**src/rtl/psum_acc_ctrl.sv**
```systemverilog
`timescale 1ns/1ps
// Partial-sum accumulation controller: pops OFIFO words and accumulates them
// into PMEM across n_kij passes, with lane saturation and optional final ReLU.
module psum_acc_ctrl #(
    parameter int col     = 8,
    parameter int psum_bw = 16,
    parameter int n_out   = 36,
    parameter int n_kij   = 9,
    parameter int addr_w  = 9
) (
    input  logic                     clk,
    input  logic                     reset,
    input  logic                     start,
    input  logic [addr_w-1:0]        base_addr,
    input  logic                     relu_en,
    input  logic                     ofifo_valid,
    input  logic [psum_bw*col-1:0]   ofifo_out,
    output logic                     ofifo_rd,
    input  logic [psum_bw*col-1:0]   pmem_q,
    output logic [psum_bw*col-1:0]   pmem_d,
    output logic [addr_w-1:0]        pmem_addr,
    output logic                     pmem_cen,
    output logic                     pmem_wen,
    output logic                     busy,
    output logic                     done,
    output logic                     sat_flag
);

    localparam int word_w = psum_bw * col;
    localparam int idx_w  = (n_out > 1) ? $clog2(n_out) : 1;
    localparam int kij_w  = (n_kij > 1) ? $clog2(n_kij) : 1;
    localparam logic [idx_w-1:0] idx_last = idx_w'(n_out - 1);
    localparam logic [kij_w-1:0] kij_last = kij_w'(n_kij - 1);
    localparam logic signed [psum_bw:0] lane_max = {2'b00, {(psum_bw-1){1'b1}}};
    localparam logic signed [psum_bw:0] lane_min = {2'b11, {(psum_bw-1){1'b0}}};

    typedef enum logic [2:0] {IDLE, WAIT, RD, ACC, WR, DONE} state_t;

    state_t              state_q, state_d;
    logic [kij_w-1:0]    kij_q, kij_d;
    logic [idx_w-1:0]    idx_q, idx_d;
    logic [addr_w-1:0]   base_q, base_d;
    logic                relu_q, relu_d;
    logic [word_w-1:0]   data_q, data_d;
    logic                sat_q, sat_d;
    logic [addr_w-1:0]   pmem_addr_q, pmem_addr_d;
    logic [word_w-1:0]   pmem_d_q, pmem_d_d;
    logic                cen_q, cen_d;
    logic                wen_q, wen_d;
    logic                busy_q, busy_d;
    logic                done_q, done_d;

    logic [word_w-1:0]   acc_word;
    logic                acc_sat;
    logic [psum_bw-1:0]  lane_a, lane_b, lane_res;
    logic signed [psum_bw:0] lane_sum;
    logic [addr_w-1:0]   cur_addr;
    logic                relu_apply;

    function automatic logic [word_w-1:0] relu_word(input logic [word_w-1:0] w);
        logic [word_w-1:0] r;
        r = w;
        for (int l = 0; l < col; l++) begin
            if (w[l*psum_bw + psum_bw - 1]) r[l*psum_bw +: psum_bw] = '0;
        end
        return r;
    endfunction

    assign cur_addr   = base_q + addr_w'(idx_q);
    assign relu_apply = relu_q && (kij_q == kij_last);

    // Lane-wise signed add with one guard bit, clamped to the psum range.
    always_comb begin
        // NOTE: every variable gets a default before any branch so no latch is inferred.
        acc_word = '0;
        acc_sat  = 1'b0;
        lane_a   = '0;
        lane_b   = '0;
        lane_sum = '0;
        lane_res = '0;
        for (int l = 0; l < col; l++) begin
            lane_a   = pmem_q[l*psum_bw +: psum_bw];
            lane_b   = data_q[l*psum_bw +: psum_bw];
            lane_sum = {lane_a[psum_bw-1], lane_a} + {lane_b[psum_bw-1], lane_b};
            if (lane_sum > lane_max) begin
                lane_res = lane_max[psum_bw-1:0];
                acc_sat  = 1'b1;
            end else if (lane_sum < lane_min) begin
                lane_res = lane_min[psum_bw-1:0];
                acc_sat  = 1'b1;
            end else begin
                lane_res = lane_sum[psum_bw-1:0];
            end
            acc_word[l*psum_bw +: psum_bw] = lane_res;
        end
    end

    always_comb begin
        state_d     = state_q;
        kij_d       = kij_q;
        idx_d       = idx_q;
        base_d      = base_q;
        relu_d      = relu_q;
        data_d      = data_q;
        sat_d       = sat_q;
        pmem_addr_d = pmem_addr_q;
        pmem_d_d    = pmem_d_q;

        case (state_q)
            IDLE: begin
                if (start) begin
                    state_d = WAIT;
                    kij_d   = '0;
                    idx_d   = '0;
                    sat_d   = 1'b0;
                    base_d  = base_addr;
                    relu_d  = relu_en;
                end
            end
            WAIT: begin
                if (ofifo_valid) begin
                    data_d      = ofifo_out;
                    pmem_addr_d = cur_addr;
                    // Pass 0 overwrites PMEM, so there is nothing to read back.
                    if (kij_q == '0) begin
                        state_d  = WR;
                        pmem_d_d = relu_apply ? relu_word(ofifo_out) : ofifo_out;
                    end else begin
                        state_d = RD;
                    end
                end
            end
            RD: state_d = ACC;
            ACC: begin
                state_d  = WR;
                pmem_d_d = relu_apply ? relu_word(acc_word) : acc_word;
                sat_d    = sat_q | acc_sat;
            end
            WR: begin
                if (idx_q != idx_last) begin
                    idx_d   = idx_q + 1'b1;
                    state_d = WAIT;
                end else if (kij_q != kij_last) begin
                    idx_d   = '0;
                    kij_d   = kij_q + 1'b1;
                    state_d = WAIT;
                end else begin
                    state_d = DONE;
                end
            end
            DONE:    state_d = IDLE;
            default: state_d = IDLE;
        endcase

        // Strobes are registered from the next state so they align with it.
        cen_d  = !((state_d == RD) || (state_d == WR));
        wen_d  = (state_d != WR);
        busy_d = (state_d != IDLE);
        done_d = (state_d == DONE);
    end

    always_ff @(posedge clk) begin
        // NOTE: state is updated with non-blocking assignments so every flop samples pre-edge values.
        if (!reset) begin
            state_q     <= IDLE;
            kij_q       <= '0;
            idx_q       <= '0;
            base_q      <= '0;
            relu_q      <= 1'b0;
            data_q      <= '0;
            sat_q       <= 1'b0;
            pmem_addr_q <= '0;
            pmem_d_q    <= '0;
            cen_q       <= 1'b1;
            wen_q       <= 1'b1;
            busy_q      <= 1'b0;
            done_q      <= 1'b0;
        end else begin
            state_q     <= state_d;
            kij_q       <= kij_d;
            idx_q       <= idx_d;
            base_q      <= base_d;
            relu_q      <= relu_d;
            data_q      <= data_d;
            sat_q       <= sat_d;
            pmem_addr_q <= pmem_addr_d;
            pmem_d_q    <= pmem_d_d;
            cen_q       <= cen_d;
            wen_q       <= wen_d;
            busy_q      <= busy_d;
            done_q      <= done_d;
        end
    end

    assign ofifo_rd  = (state_q == WAIT) && ofifo_valid;
    assign pmem_d    = pmem_d_q;
    assign pmem_addr = pmem_addr_q;
    assign pmem_cen  = cen_q;
    assign pmem_wen  = wen_q;
    assign busy      = busy_q;
    assign done      = done_q;
    assign sat_flag  = sat_q;

endmodule

```
**config.mk**
```make
export PLATFORM = sky130hd
export DESIGN_NAME = psum_acc_ctrl
export DESIGN_NICKNAME = d
export VERILOG_FILES = /design/src/rtl/psum_acc_ctrl.sv
export SDC_FILE = /design/constraint.sdc
export NUM_CORES = 1
export LEC_CHECK = 0
export BUFFER_PORTS_ARGS = -buffer_cell sky130_fd_sc_hd__buf_2
export CAP_MARGIN = 20
export CORE_ASPECT_RATIO = 1.75
export CORE_UTILIZATION = 35
export CTS_CLUSTER_SIZE = 24
export DETAILED_ROUTE_END_ITERATION = 10
export SETUP_SLACK_MARGIN = 0.05
export SLEW_MARGIN = 10
export SYNTH_ARGS = -nofsm -noshare
export SYNTH_HDL_FRONTEND = slang
export SYNTH_SLANG_ARGS = --single-unit
```
**constraint.sdc**
```tcl
create_clock -name clk -period 7.6 [get_ports clk]
set_input_delay 0.38 -clock clk [delete_from_list [all_inputs] [get_ports clk]]
set_output_delay 0.38 -clock clk [all_outputs]
set_load 0.02 [all_outputs]
```
==> results.md, run 1 <==
- Final wirelength: 67000 microns
- Top_reg_cell synth: dfxtp_1
- Fin. Hold Viols: 0
- CP Max Fanout: 9
- Final setup violation count: 0
- Synth warnings: 0
- Std-Cell Rows: 109
- Syn Area/Cell: 7.79 sq um
- CTS clock-pin slew for the worst setup and hold paths: 0.06 ns
- Max Cap Violations: 0
- Post-Syn Area: 0.0178 sq mm
- CP Class: flop to flop
- PD cells: 196 mW/mm^2
- Hold Path Class: input port to flop
- Rel. slew slack: 36.9%
- CP required: 8.03 ns
- CTS tree: yes
- Clk buf depth: 3
- Number of synthesized flops with an enable pin: 0
- Antenna violation net count after detailed routing: 0
- VDD IR max: 0.173 mV
- H-tree depth: 1
- Synth area leaders: dfxtp_1, a21oi_1, ha_1, nand2_1, o21ai_0
- CP startpoint kind: flop
- Post-CTS Resized: 0
- Post-CTS Repair Setup Buffers: 0
- Status: completed
- Clock Latency Late Sink: 0.58 ns
- Number of antenna violations at the first check in global routing: 27
- Share of layout cells above drive strength 1: 19.2%
- TritonRoute pass-1 iters: 5
- CTS buffer count: 31
- CTS sink count: 293
- Full die area: 0.0518 sq mm
- First-pass GRT wire length: 102000 microns
- Area leader, netlist: dfxtp_1
- GP Congestion: 0.928
- Via density: 5.58
- Unrepaired setup endpoints after global routing: false
- Avg WL per Cell: 20.1 microns
- Hold WS: 0.0473 ns
- Tot GR Track Use: 24.7%
- Die Y: 300 microns
- CP Capture Type: flop
- GRT overflow: 0
- Post-Syn Instances: 2287
- Final period utilization: 43.4%
- Period minus WS final: 3.30 ns
- Clk root buf: clkbuf_16
- Worst Max-Slew Pin Slew: 0.946 ns
- Commonest non-fill, non-tap cell in the layout: buf_2
- Asr flop ratio synth: 0%
- Most frequent cells in the layout: buf_2, nand2_1, a21oi_1, dfxtp_1, o21ai_0
- Clk_skew: 0.0190 ns
- Initial core utilization: 35.4%
- Final TNS setup: 0 ns
- Yosys cell types: 78
- Synthesized flop and latch total: 293
- # port buffers: 412
- F_max: 0.303 GHz
- Drt first-iter violations: 982
- Lkg Pwr: 9.50 nW
- CTS hold repair buffers: 0
- IO Count: 413
- Arrival @ worst endpoint: 3.72 ns
- Largest net degree at the start of global routing: 95
- Vias in the first global route: 18.8k
- Via count: 18.6k
- Pins over their slew limit: 0
- Net Count, Synth: 2703
- Drt drc: 0
- Die Width: 173 microns
- Nets: 3044
- DPL Wire Length: 48300 microns
- Placeable core area: 0.0503 sq mm
- Area fraction of the dominant cell type after synthesis: 32.9%
- P&R area growth vs syn: 20.7%
- Register area share after synthesis: 32.9%
sequential cells by signal, summed over array words and instances, names as in the netlist:
signal,flops
base_q,9
busy,1
data_q,128
done,1
idx_q,6
kij_q,4
pmem_addr,9
pmem_cen,1
pmem_d,128
pmem_wen,1
relu_q,1
sat_flag,1
state_q,3
report_power, final:
part           switching (mW)  internal (mW)  leakage (nW)
registers              0.0492           1.62          2.38
clock network           0.672          0.986         0.521
logic                   0.559          0.322          6.59
final timing paths:
check                start           end  slack [ns]  cells after the start
max             data_q[96]   pmem_d[101]        4.30                     10
min          ofifo_out[70]    data_q[70]        0.05                      3
max reg2reg     data_q[96]   pmem_d[101]        4.30                     10
min reg2reg   pmem_addr[4]  pmem_addr[4]        0.45                      2
cells in the mapped netlist (17+ instances only):
library cell	number
o21ai_0	196
o21bai_1	17
ha_1	137
and2_1	17
nor2b_1	20
o211ai_1	38
a21o_1	51
nor2_1	73
xor2_1	33
and3_1	20
dfxtp_1	293
nand3_1	61
o21a_1	19
a21oi_1	363
inv_1	57
a31oi_1	66
nand2_1	388
a22oi_1	20
xnor2_1	77
clkbuf_1	104
a211oi_1	31
cell families after synthesis:
kind of cell               Yosys count  share of synthesized area, %
AOI/OAI and AO/OA                  899                          30.6
xor gates and xnor gates           110                          5.41
adders and majority gates          146                          10.6
buffers and inverters              182                          4.02
DFF                                293                          32.9
muxes                                3                         0.176
and+or+nand+nor                    654                          16.2
metrics by stage:
stage / total power, mW / util, % / instances / setup slack (ns) / instance area, sq um
after floorplan: 2.26 / - / 2287 / 4.75 / 17800
after global placement: 2.57 / 40.5 / 3259 / 4.08 / 20400
after detailed placement: 2.58 / 40.5 / 3261 / 4.12 / 20400
after CTS: 4.25 / 42.7 / 3315 / 4.31 / 21500
after global routing: 4.39 / 42.7 / 3328 / 4.06 / 21500
final: 4.21 / 42.7 / 3331 / 4.30 / 21500
cell type report:
| class | count | area, sq um |
|---|---|---|
| well taps | 666 | 833 |
| repair buffers | 431 | 2210 |
| diodes | 16 | 40.0 |
| clock inverters | 11 | 208 |
| clock buffers | 43 | 861 |
| fillers | 5166 | 28800 |
| flip-flops and latches | 293 | 5870 |
| inverters | 59 | 229 |
| multi-input cells | 1812 | 11300 |
per-layer routing:
| layer | GRT usage, % | share of wire (%) |
|---|---|---|
| met5 | 0 | 0.12 |
| met2 | 46.7 | 52 |
| met4 | 14.0 | 5.1 |
| met3 | 4.04 | 6.2 |
| met1 | 25.7 | 37 |
critical path, stage by stage (launching register included):
cell and delay (ns):
dfxtp_1 0.31, ha_1 0.21, fa_1 0.42, a211o_1 0.33
a211oi_2 0.29, o311ai_1 0.21, a21oi_1 0.27, o22a_1 0.18
o211ai_1 0.27, a21oi_2 0.51, a31oi_1 0.16
No activity file was read; power rests on OpenSTA's default activity.
==> run 2, diff against run 1 <==
- clock period: 7.6 -> 3.1 ns (I/O delays scaled with it)
==> results.md, run 2 (synthesized netlist as in run 1, its figures left out) <==
- Antenna violation net count after detailed routing: 0
- Lkg Pwr: 10.3 nW
- Setup WS pre-CTS: 0.0499 ns
- PD cells: 450 mW/mm^2
- Status: completed
- CP Capture Type: flop
- CP startpoint kind: flop
- IO Count: 413
- First-pass GRT wire length: 104000 microns
- Via density: 5.53
- Setup WS post-layout: 0.111 ns
- Via count: 19.4k
- Full die area: 0.0518 sq mm
- CTS tree: yes
- Pins over their slew limit: 0
- # port buffers: 412
- Fin. Hold Viols: 0
- Final wirelength: 68700 microns
- Finished Layout Cells: 3507
- Tot GR Track Use: 25.1%
- Commonest non-fill, non-tap cell in the layout: buf_2
- Drt first-iter violations: 993
- Die Y: 300 microns
- Clock Latency Late Sink: 0.59 ns
- Worst Setup SP: data_q[96]
- Arrival @ worst endpoint: 3.48 ns
- Design area: 0.0233 sq mm
- GR peak layer: met2
- # placed instances: 3294
- Register area: 0.00587 sq mm
- Vias in the first global route: 19.5k
- GP Congestion: 0.878
- Filler instances: 5003
- CP Class: flop to flop
- DP Area: 0.0207 sq mm
- Std-Cell Rows: 109
- Nets: 3223
- Placeable core area: 0.0503 sq mm
- TritonRoute pass-1 iters: 7
- CTS buffer count: 31
- CTS sink count: 293
- VDD IR max: 0.429 mV
- Reg-to-Reg Start: data_q[96]
- Clk_skew: 0.00912 ns
- Hold Path Class: input port to flop
- Max Cap Violations: 0
- Worst Max-Slew Pin Slew: 1.06 ns
- Die Width: 173 microns
- F_max: 0.335 GHz
- Rel. slew slack: 29.3%
- CP Max Fanout: 4
- Clk buf depth: 3
- Period minus WS final: 2.99 ns
- Unrepaired setup endpoints after global routing: true
- Avg WL per Cell: 19.6 microns
- Clk root buf: clkbuf_16
- DPL Wire Length: 48900 microns
- Share of layout cells above drive strength 1: 20.2%
- P&R area growth vs syn: 31.0%
- Final period utilization: 96.4%
- Largest net degree at the start of global routing: 72
- Met3 usage: 3.50%
- Final TNS setup: 0 ns
- Final setup violation count: 0
- CTS clock-pin slew for the worst setup and hold paths: 0.07 ns
- Multi-input logic area: 0.0114 sq mm
- Most frequent cells in the layout: buf_2, nand2_1, a21oi_1, dfxtp_1, o21ai_0
- GRT overflow: 0
- Initial core utilization: 35.4%
- Number of antenna violations at the first check in global routing: 17
- CP required: 3.59 ns
- Grt met1 use: 26.8%
- Drt drc: 0
- Final Util: 46.4%
- HP Start: pmem_q[0]
- H-tree depth: 1
- Met2 Use GR: 46.5%
==> run 2: report_power, final <==
part / leakage [nW] / switching (mW) / internal, mW / total, mW
clock: 0.507 / 1.77 / 2.23 / 4.00
sequential: 2.38 / 0.117 / 3.97 / 4.09
combinational: 7.40 / 1.44 / 0.962 / 2.40
total: 10.3 / 3.32 / 7.17 / 10.5
==> run 2: area by class of cell <==
type / count / area share [%]
Multi-Input combinational cell: 1814 / 48.8
Sequential cell: 293 / 25.1
Timing Repair Buffer: 608 / 16.9
Tap cell: 666 / 3.57
Clock buffer: 35 / 3.47
Clock inverter: 21 / 1.07
Inverter: 59 / 0.981
Antenna cell: 11 / 0.118
==> run 2: through the flow <==
step | hold WS (ns) | power, mW
4_1_cts | 0.00460 | 10.5
3_3_place_gp | 0.407 | 6.33
6_report | 0.0401 | 10.5
5_1_grt | 0.0659 | 10.9
2_1_floorplan | 0.291 | 5.55
3_5_place_dp | 0.413 | 6.36
==> run 2: per-layer routing <==
metal  wire length [microns]  vias to the layer above
li1                        -                     9337
met1                   26000                     9157
met2                   34800                      682
met3                    3580                      205
met4                    4190                        8
met5                      42                        -
==> run 2: final timing paths <==
check                 end  slack [ns]  depth (start not counted)
min             pmem_d[0]        0.04                          4
min reg2reg  pmem_addr[5]        0.45                          2
max              sat_flag        0.11                         10
max reg2reg      sat_flag        0.11                         10
==> run 2: worst max-delay path, stage by stage (launching register included) <==
cell and delay, ns:
dfxtp_1 0.32, ha_1 0.21, fa_1 0.42, a211o_1 0.33, a211oi_2 0.32, o311ai_2 0.19, nor3b_2 0.29, a211oi_2 0.13
xnor2_1 0.33, nor4_1 0.09, a311oi_1 0.26
==> run 2: timing repair <==
item,CTS,global route
hold endpoints to repair,263,0
pin swaps,2,6
cloned,0,2
hold buffers,142,0
setup endpoints to repair,11,96
gates resized for setup,1,32
setup buffers,1,1
==> run 3, diff against run 2 <==
- CORE_UTILIZATION: 35 -> 55
- PLACE_DENSITY: not set -> 0.81
==> results.md, run 3 (synthesized netlist as in run 1, its figures left out) <==
- Status: completed
- Max Cap Violations: 0
- Avg WL per Cell: 19.9 microns
- GP Congestion: 0.958
- Commonest non-fill, non-tap cell in the layout: buf_2
- H-tree depth: 1
- Clk_skew: 0.00713 ns
- Final wirelength: 63800 microns
- Most frequent cells in the layout: buf_2, nand2_1, a21oi_1, dfxtp_1, o21ai_0
- Hold Path Class: input port to flop
- GRT overflow: 0
- Std-Cell Rows: 86
- First-pass GRT wire length: 98100 microns
- Clk root buf: clkbuf_16
- VDD IR max: 0.541 mV
- Filler instances: 2475
- CTS sink count: 293
- Multi-input logic area: 0.0114 sq mm
- DPL Wire Length: 44200 microns
- PD cells: 446 mW/mm^2
- Antenna violation net count after detailed routing: 0
- Clk buf depth: 3
- Met2 Use GR: 66.5%
- IO Count: 413
- CTS clock-pin slew for the worst setup and hold paths: 0.07 ns
- CTS tree: yes
- Register area: 0.00587 sq mm
- Share of layout cells above drive strength 1: 19.7%
- CTS buffer count: 29
- Final setup violation count: 0
- Drt first-iter violations: 1307
- Design area: 0.0228 sq mm
- Vias in the first global route: 19.2k
- DP Area: 0.0203 sq mm
- Pins over their slew limit: 0
- Drt drc: 0
- Placeable core area: 0.0316 sq mm
- Rel. slew slack: 29.0%
- CP required: 3.56 ns
- Period minus WS final: 2.94 ns
- Lkg Pwr: 10.2 nW
- F_max: 0.340 GHz
- Initial core utilization: 56.3%
- Final TNS setup: 0 ns
- Worst Max-Slew Pin Slew: 1.06 ns
- Number of antenna violations at the first check in global routing: 11
- Arrival @ worst endpoint: 3.40 ns
- CP Class: flop to flop
- Fin. Hold Viols: 0
- # placed instances: 3009
- CP Max Fanout: 5
- Full die area: 0.0331 sq mm
- Clock Latency Late Sink: 0.57 ns
- Grt met1 use: 38.9%
- Die Width: 138 microns
- Tot GR Track Use: 36.5%
- CP startpoint kind: flop
- P&R area growth vs syn: 28.0%
- Met3 usage: 6.15%
- Via density: 6.18
- Nets: 3201
- Unrepaired setup endpoints after global routing: false
- GR peak layer: met2
- Final period utilization: 95.0%
- TritonRoute pass-1 iters: 8
- Die Y: 240 microns
- Via count: 19.8k
- # port buffers: 412
- CP Capture Type: flop
- Largest net degree at the start of global routing: 100
- Finished Layout Cells: 3211
-- run 3: path summary, 6_finish.rpt --
check | slack, ns | cells after the start | from | to
max | 0.16 | 11 | data_q[96] | pmem_d[98]
min | 0.02 | 4 | ofifo_valid | state_q[1]
max reg2reg | 0.16 | 11 | data_q[96] | pmem_d[98]
min reg2reg | 0.44 | 2 | pmem_addr[6] | pmem_addr[6]
-- run 3: routing by layer --
metal  part of all wire (%)  wire length, microns  vias up
met4                    6.4                  4090        4
met1                     36                 22700     9289
li1                       -                     -     9280
met3                    7.4                  4720      279
met5                  0.045                    29        -
met2                     51                 32300      988
-- run 3: where the power goes --
group	switching (mW)	internal (mW)
registers	0.122	3.97
logic	1.43	0.945
clock network	1.63	2.07
total	3.18	6.99
-- run 3: timing repair --
| item | 4_1_cts | 5_1_grt |
|---|---|---|
| hold buffers | 138 | 0 |
| endpoints found under the hold margin | 258 | 0 |
| buffers inserted | 0 | 1 |
| gates cloned | 0 | 2 |
| setup endpoints to repair | 6 | 94 |
| pin swaps | 0 | 7 |
| gates resized for setup | 1 | 26 |
-- run 3: layout make-up --
type                            instances  area share (%)
Inverter                               59           0.993
Tap cell                              396            2.17
Clock inverter                         16           0.801
Multi-Input combinational cell       1814            50.0
Timing Repair Buffer                  588            16.7
Antenna cell                            9          0.0988
Sequential cell                       293            25.7
Clock buffer                           36            3.47
-- run 3: critical path, cell delays in order, from the launching register on --
cell      delay (ns)
dfxtp_1         0.31
ha_1            0.21
fa_2            0.38
a211o_1         0.38
a211oi_4        0.31
o311ai_2        0.18
a21oi_2         0.21
o22a_1          0.16
o211ai_1        0.15
buf_4           0.20
o211ai_1        0.24
a21oi_1         0.11
-- run 3: metrics by stage --
step                power [mW]  worst slack [ns]  hold WS, ns  util (%)
floorplan                 5.55             0.347        0.291         -
global placement          6.26             0.153        0.402      64.0
detailed placement        6.31            0.0498        0.408      64.1
CTS                       10.1            0.0683       0.0140      71.5
global route              10.5            0.0256       0.0722      72.1
finish                    10.2             0.156       0.0233      72.1
